<file path="src/rtl/modular_operand_stage_pkg.sv">
// Shared constants and result-bundle layout for the modular operand stage.
// The bundle is packed MSB-first as {s_o, err, b4, b4_0, w, v}.
package modular_operand_stage_pkg;

    localparam int DEFAULT_WIDTH = 4;

    localparam logic OP_ADD = 1'b0;
    localparam logic OP_SUB = 1'b1;

    // Flag bit offsets above the flags base of the bundle
    localparam int F_B4_0 = 0;
    localparam int F_B4   = 1;
    localparam int F_ERR  = 2;
    localparam int F_S    = 3;

    function automatic int bundle_width(input int width);
        return 2 * (width + 1) + 4;
    endfunction

    function automatic int w_lsb(input int width);
        return width + 1;
    endfunction

    function automatic int flags_lsb(input int width);
        return 2 * (width + 1);
    endfunction

endpackage

</file>
<file path="src/rtl/modular_operand_stage_if.sv">
// Operand-in / result-out bus of the modular operand stage.
// master = environment (drives operands, out_ready); slave = the stage.
interface modular_operand_stage_if
    import modular_operand_stage_pkg::*;
#(
    parameter int WIDTH     = DEFAULT_WIDTH,
    parameter int ERR_CNT_W = 8
);
    logic                 in_valid;
    logic                 in_ready;
    logic                 s;
    logic [WIDTH-1:0]     a;
    logic [WIDTH-1:0]     b;
    logic [WIDTH-1:0]     m;
    logic                 out_valid;
    logic                 out_ready;
    logic                 s_o;
    logic [WIDTH:0]       v;
    logic [WIDTH:0]       w;
    logic                 b4_0;
    logic                 b4;
    logic                 err;
    logic [ERR_CNT_W-1:0] err_cnt;

    modport master (
        output in_valid, s, a, b, m, out_ready,
        input  in_ready, out_valid, s_o, v, w, b4_0, b4, err, err_cnt
    );

    modport slave (
        input  in_valid, s, a, b, m, out_ready,
        output in_ready, out_valid, s_o, v, w, b4_0, b4, err, err_cnt
    );
endinterface

</file>
<file path="src/rtl/modular_operand_calc.sv">
// Combinational core: raw result v, modulus-adjusted w, selection flags
// and operand range check for one modular add/subtract.
module modular_operand_calc
    import modular_operand_stage_pkg::*;
#(
    parameter int WIDTH = DEFAULT_WIDTH
) (
    input  logic             s,
    input  logic [WIDTH-1:0] a,
    input  logic [WIDTH-1:0] b,
    input  logic [WIDTH-1:0] m,
    output logic [WIDTH:0]   v,
    output logic [WIDTH:0]   w,
    output logic             b4_0,
    output logic             b4,
    output logic             err
);
    logic [WIDTH:0]   sum_ab;
    logic [WIDTH:0]   dif_ab;
    logic [WIDTH+1:0] full_sub;
    logic [WIDTH:0]   low_sub;
    logic [WIDTH:0]   low_add;

    // One extra bit on every intermediate so borrows/carries survive to the flags
    always_comb begin
        sum_ab   = {1'b0, a} + {1'b0, b};
        dif_ab   = {1'b0, a} - {1'b0, b};
        full_sub = {1'b0, sum_ab} - {2'b00, m};
        low_sub  = {1'b0, sum_ab[WIDTH-1:0]} - {1'b0, m};
        low_add  = {1'b0, dif_ab[WIDTH-1:0]} + {1'b0, m};

        v    = sum_ab;
        w    = full_sub[WIDTH:0];
        b4_0 = low_sub[WIDTH];
        b4   = full_sub[WIDTH+1];
        if (s != OP_ADD) begin
            v    = dif_ab;
            w    = low_add;
            b4_0 = low_add[WIDTH];
            b4   = dif_ab[WIDTH];
        end

        err = (m == '0) | (a >= m) | (b >= m);
    end
endmodule

</file>
<file path="src/rtl/modular_operand_stage.sv">
// Registered operand stage: modular_operand_calc behind an output register
// with a one-entry skid buffer, plus a saturating invalid-operand counter.
module modular_operand_stage
    import modular_operand_stage_pkg::*;
#(
    parameter int WIDTH     = DEFAULT_WIDTH,
    parameter int ERR_CNT_W = 8
) (
    input  logic                   clk,
    input  logic                   rst_n,
    modular_operand_stage_if.slave bus
);
    localparam int BW  = bundle_width(WIDTH);
    localparam int WL  = w_lsb(WIDTH);
    localparam int FL  = flags_lsb(WIDTH);
    localparam logic [ERR_CNT_W-1:0] CNT_MAX = '1;

    logic [WIDTH:0]       calc_v;
    logic [WIDTH:0]       calc_w;
    logic                 calc_b4_0;
    logic                 calc_b4;
    logic                 calc_err;
    logic [BW-1:0]        new_res;

    logic [BW-1:0]        out_reg,  out_next;
    logic                 out_valid_reg, out_valid_next;
    logic [BW-1:0]        skid_reg, skid_next;
    logic                 skid_full_reg, skid_full_next;
    logic [ERR_CNT_W-1:0] err_cnt_reg, err_cnt_next;

    logic                 accept;
    logic                 drain;

    modular_operand_calc #(.WIDTH(WIDTH)) u_calc (
        .s    (bus.s),
        .a    (bus.a),
        .b    (bus.b),
        .m    (bus.m),
        .v    (calc_v),
        .w    (calc_w),
        .b4_0 (calc_b4_0),
        .b4   (calc_b4),
        .err  (calc_err)
    );

    assign new_res = {bus.s, calc_err, calc_b4, calc_b4_0, calc_w, calc_v};

    // in_ready depends only on registered state, never on out_ready
    assign bus.in_ready = !skid_full_reg;
    assign accept       = bus.in_valid & !skid_full_reg;
    assign drain        = out_valid_reg & bus.out_ready;

    always_comb begin
        out_next       = out_reg;
        out_valid_next = out_valid_reg;
        skid_next      = skid_reg;
        skid_full_next = skid_full_reg;
        err_cnt_next   = err_cnt_reg;

        if (!out_valid_reg || drain) begin
            // Skid entry is older than anything arriving now, so it goes first
            if (skid_full_reg) begin
                out_next       = skid_reg;
                out_valid_next = 1'b1;
                skid_full_next = 1'b0;
            end else if (accept) begin
                out_next       = new_res;
                out_valid_next = 1'b1;
            end else begin
                out_valid_next = 1'b0;
            end
        end else if (accept) begin
            skid_next      = new_res;
            skid_full_next = 1'b1;
        end

        if (accept && calc_err && (err_cnt_reg != CNT_MAX)) begin
            err_cnt_next = err_cnt_reg + 1'b1;
        end
    end

    always_ff @(posedge clk or negedge rst_n) begin
        if (!rst_n) begin
            out_reg       <= '0;
            out_valid_reg <= 1'b0;
            skid_reg      <= '0;
            skid_full_reg <= 1'b0;
            err_cnt_reg   <= '0;
        end else begin
            out_reg       <= out_next;
            out_valid_reg <= out_valid_next;
            skid_reg      <= skid_next;
            skid_full_reg <= skid_full_next;
            err_cnt_reg   <= err_cnt_next;
        end
    end

    assign bus.out_valid = out_valid_reg;
    assign bus.v         = out_reg[WIDTH:0];
    assign bus.w         = out_reg[WL +: WIDTH+1];
    assign bus.b4_0      = out_reg[FL + F_B4_0];
    assign bus.b4        = out_reg[FL + F_B4];
    assign bus.err       = out_reg[FL + F_ERR];
    assign bus.s_o       = out_reg[FL + F_S];
    assign bus.err_cnt   = err_cnt_reg;
endmodule
</file>
<file path="src/flat_wrapper.sv">
// flat-port wrapper written by rule: the top's interface ports become plain ports
module modular_operand_stage_flat import modular_operand_stage_pkg::*;
#(
    parameter int WIDTH     = DEFAULT_WIDTH,
    parameter int ERR_CNT_W = 8
)
  (clk, rst_n, bus_in_valid, bus_s, bus_a, bus_b, bus_m, bus_out_ready, bus_in_ready, bus_out_valid, bus_s_o, bus_v, bus_w, bus_b4_0, bus_b4, bus_err, bus_err_cnt);
  modular_operand_stage_if #(.WIDTH(WIDTH), .ERR_CNT_W(ERR_CNT_W)) bus_i ();
  input  logic clk;
  input  logic rst_n;
  input wire logic [$bits(bus_i.in_valid)-1:0] bus_in_valid;
  input wire logic [$bits(bus_i.s)-1:0] bus_s;
  input wire logic [$bits(bus_i.a)-1:0] bus_a;
  input wire logic [$bits(bus_i.b)-1:0] bus_b;
  input wire logic [$bits(bus_i.m)-1:0] bus_m;
  input wire logic [$bits(bus_i.out_ready)-1:0] bus_out_ready;
  output wire logic [$bits(bus_i.in_ready)-1:0] bus_in_ready;
  output wire logic [$bits(bus_i.out_valid)-1:0] bus_out_valid;
  output wire logic [$bits(bus_i.s_o)-1:0] bus_s_o;
  output wire logic [$bits(bus_i.v)-1:0] bus_v;
  output wire logic [$bits(bus_i.w)-1:0] bus_w;
  output wire logic [$bits(bus_i.b4_0)-1:0] bus_b4_0;
  output wire logic [$bits(bus_i.b4)-1:0] bus_b4;
  output wire logic [$bits(bus_i.err)-1:0] bus_err;
  output wire logic [$bits(bus_i.err_cnt)-1:0] bus_err_cnt;
  assign bus_i.in_valid = bus_in_valid;
  assign bus_i.s = bus_s;
  assign bus_i.a = bus_a;
  assign bus_i.b = bus_b;
  assign bus_i.m = bus_m;
  assign bus_i.out_ready = bus_out_ready;
  assign bus_in_ready = bus_i.in_ready;
  assign bus_out_valid = bus_i.out_valid;
  assign bus_s_o = bus_i.s_o;
  assign bus_v = bus_i.v;
  assign bus_w = bus_i.w;
  assign bus_b4_0 = bus_i.b4_0;
  assign bus_b4 = bus_i.b4;
  assign bus_err = bus_i.err;
  assign bus_err_cnt = bus_i.err_cnt;
  modular_operand_stage #(.WIDTH(WIDTH), .ERR_CNT_W(ERR_CNT_W)) u_core (.clk(clk), .rst_n(rst_n), .bus(bus_i));
endmodule
</file>
<file path="config.mk">
export PLATFORM = sky130hd
export DESIGN_NAME = modular_operand_stage_flat
export DESIGN_NICKNAME = d
export VERILOG_FILES = /design/src/rtl/modular_operand_stage_pkg.sv /design/src/rtl/modular_operand_stage_if.sv /design/src/rtl/modular_operand_calc.sv /design/src/rtl/modular_operand_stage.sv /design/src/flat_wrapper.sv
export SDC_FILE = /design/constraint.sdc
export NUM_CORES = 1
export LEC_CHECK = 0
export ABC_AREA = 1
export BUFFER_PORTS_ARGS = -buffer_cell sky130_fd_sc_hd__clkbuf_2
export CAP_MARGIN = 20
export CORE_AREA = 3 3 70 72
export CTS_BUF_LIST = sky130_fd_sc_hd__clkbuf_4 sky130_fd_sc_hd__clkbuf_8 sky130_fd_sc_hd__clkbuf_16
export CTS_CLUSTER_SIZE = 30
export DETAILED_ROUTE_END_ITERATION = 12
export DIE_AREA = 0 0 73 75
export PLACE_DENSITY = 0.81
export RECOVER_POWER = 100
export SETUP_SLACK_MARGIN = 0.5
export SYNTH_ARGS = -nofsm -noshare
export SYNTH_HDL_FRONTEND = slang
export SYNTH_SLANG_ARGS = --single-unit
</file>
<file path="constraint.sdc">
create_clock -name clk -period 2.2 [get_ports clk]
set_input_delay 0.33 -clock clk [delete_from_list [all_inputs] [get_ports clk]]
set_output_delay 0.33 -clock clk [all_outputs]
set_load 0.02 [all_outputs]
</file>
==> out/results.tsv <==
metric	value	unit
Clock Tree Buf Depth	2	
WP buf/inv	2	
CTS Buf Count	5	
maximum level of the CTS H-tree	2	
grt met3 use	5.74	%
outcome	finished, final reports clean	
setup tns final	0	ns
largest net degree at the start of global routing	39	
CP peak stage delay	0.43	ns
Max Fclk	483	MHz
Final ANT Viol Nets	0	
worst reg-to-reg setup slack	0.25	ns
synth unique cells	27	
crit path time final	2.07	ns
Final GP Congestion	0.826	
sequential-to-total area share from yosys stat	36.8	%
die span in y	75	um
Max Cap Viol	0	
maximum fanout along the worst path	5	
first-pass GRT wire length	10800	um
Max Transition Viols Final	0	
Port-buffer cells	40	
nets	442	
Vias per Instance	5.73	
worst r2r src	u_core.skid_full_reg$_DFFE_PN0P_	
dpl cells	436	
multi-input logic area	1690	um2
final setup skew	0.00395	ns
Leakage	0.00168	uW
Starting Density	59.4	%
FP Rows	24	
PwrDens	780	nW/um2
crit share post-route	94.1	%
crit path kind	in -> reg	
CP delay by family, top	adder cells	
wire length per cell	15.6	um
Die Wd	73	um
initial antenna violation count	0	
Place WS	-0.242	ns
vias in the first global route	2414	
Worst R2R Path Depth	7	
Avg Cell Area, Syn	7.76	um2
CTS tree	built	
Clock Root Buffer	clkbuf_8	
total number of vias	2562	
final setup fails	0	
VDD IR max	0.000493	V
DP HPWL	4740	um
WP data required	2.38	ns
Syn. warnings	0	
GRT met2 Usage	42.7	%
share of cells above drive strength 1	26.1	%
crit-path cells	clkbuf_16 > ha_4 > fa_1 > xnor2_2 > ha_4 > nand3_2 > inv_1 > nor2_1 > nand2_1 > nand3_2 > nand3_1 > nand3_1 > nand2_1	
Worst-path clk slew	0.07	ns
Crit Reg-Reg Endpoint	u_core.skid_reg[13]$_DFFE_PN0P_	
clk_lat worst skew	0.28	ns
crit start category	primary input	
non-filler instance count after layout	447	
most frequent cells in the layout	nand2_1, dfrtp_1, nor2_1, clkbuf_1	
fill count	332	
commonest non-fill, non-tap cell in the layout	nand2_1	
I/O pins	41	
Residual DRC	0	
global route hottest layer	met2	
Post-Syn Area	2580	um2
#FFs+latches synth	38	
final core area utilization	75.7	%
synthesis-to-finish area growth	27.6	%
Initial DRC Count	212	
GRT met1 Usage	33.0	%
GRT Total Usage	25.7	%
clk sink count	38	
final worst slack	0.129	ns
grt ovf	0	
ANT cells	0	
synthesized net count	380	
final wirelength	6960	um
count of final hold-check violations	0	
Min-Delay Path Class	in -> async	
Least-Margin Pin Slew	0.918	ns
slew margin rel.	38.8	%
Pre-Repair DR Iteration Count	4	
crit path from	bus_a[0]	
core box area	4350	um2
Die Area	5480	um2
Arr. time, crit path	2.25	ns
CP max-delay cell	fa_1	
register area	951	um2
RSZ-0062 raised after global routing	yes	
crit end category	flip-flop	
Cells after Synth	333	
report_power, final:
| part | switching [uW] | internal [uW] | leakage (uW) |
|---|---|---|---|
| clock | 230 | 213 | 0.0000438 |
| combinational | 705 | 428 | 0.00117 |
| sequential | 123 | 874 | 0.000463 |
| total | 1060 | 1510 | 0.00168 |
synthesized netlist by cell type (all sizes together):
| library cell | count | area [um2] |
|---|---|---|
| ha | 26 | 325 |
| xor2 | 6 | 52.6 |
| nand3 | 30 | 150 |
| nand4 | 1 | 6.26 |
| fa | 4 | 80.1 |
| a21oi | 26 | 130 |
| nor2 | 31 | 119 |
| nor3b | 1 | 18.8 |
| a31oi | 8 | 65.1 |
| nor4 | 1 | 6.26 |
| nand3b | 2 | 15.0 |
| nand2 | 92 | 360 |
| inv | 33 | 124 |
| nor3 | 1 | 5.00 |
| xnor2 | 2 | 17.5 |
| dfrtp | 38 | 951 |
| o21ai | 21 | 105 |
| buf | 7 | 40.0 |
| or2 | 1 | 6.26 |
| clkbuf | 2 | 7.51 |
per-layer routing:
metal / vias to the layer above / wire length (um)
met3: 29 / 373
met4: 0 / 224
met5: - / 0
met2: 114 / 3420
li1: 1208 / -
met1: 1211 / 2950
kinds of logic (layout without fill, tap and decap cells):
| family | Yosys count | after routing | synth area share, % |
|---|---|---|---|
| xor gates and xnor gates | 8 | 8 | 2.71 |
| and+or+nand+nor | 160 | 160 | 26.6 |
| adders and majority gates | 30 | 30 | 15.7 |
| buffers and inverters | 42 | 104 | 6.63 |
| AOI/OAI and AO/OA | 55 | 55 | 11.6 |
| DFF | 38 | 38 | 36.8 |
worst reg2reg max path, cell delays in order, from the launching register on:
cell and delay [ns]:
dfrtp_1 0.40, inv_1 0.37, nand2_1 0.20, nor2_2 0.14, clkbuf_2 0.38, inv_2 0.17, nand2_1 0.10, o21ai_0 0.08
worst max path at each step:
stage | end | cells after the start | slack (ns)
after floorplan | u_core.out_reg[10]$_DFFE_PN0P_ | 11 | 0.09
after global placement | u_core.out_reg[10]$_DFFE_PN0P_ | 12 | -0.20
after detailed placement | u_core.out_reg[10]$_DFFE_PN0P_ | 12 | -0.24
after CTS | u_core.out_reg[8]$_DFFE_PN0P_ | 15 | 0.22
after global routing | u_core.out_reg[9]$_DFFE_PN0P_ | 13 | 0.07
final | u_core.out_reg[9]$_DFFE_PN0P_ | 13 | 0.13
metrics by stage:
step / instance area, um2 / power, uW / hold WS, ns
2_1_floorplan: 2680 / 1670 / 0.0344
3_3_place_gp: 3040 / 1970 / 0.397
3_5_place_dp: 3040 / 2020 / 0.410
4_1_cts: 3260 / 2530 / 0.108
5_1_grt: 3300 / 2750 / 0.295
6_report: 3300 / 2570 / 0.259
what timing repair did:
item	CTS	global route
hold buffers	0	0
cloned	0	0
endpoints found under the setup margin	21	23
setup buffers	3	1
pin swaps	17	14
gates resized for setup	26	23
cell type report:
cell class	count	area share [%]
Clock buffer	5	2.09
Inverter	33	4.21
Clock inverter	2	0.303
Multi-Input combinational cell	253	51.2
Tap cell	52	1.97
Timing Repair Buffer	64	11.4
Sequential cell	38	28.8
(Power assumes the default switching activity.)
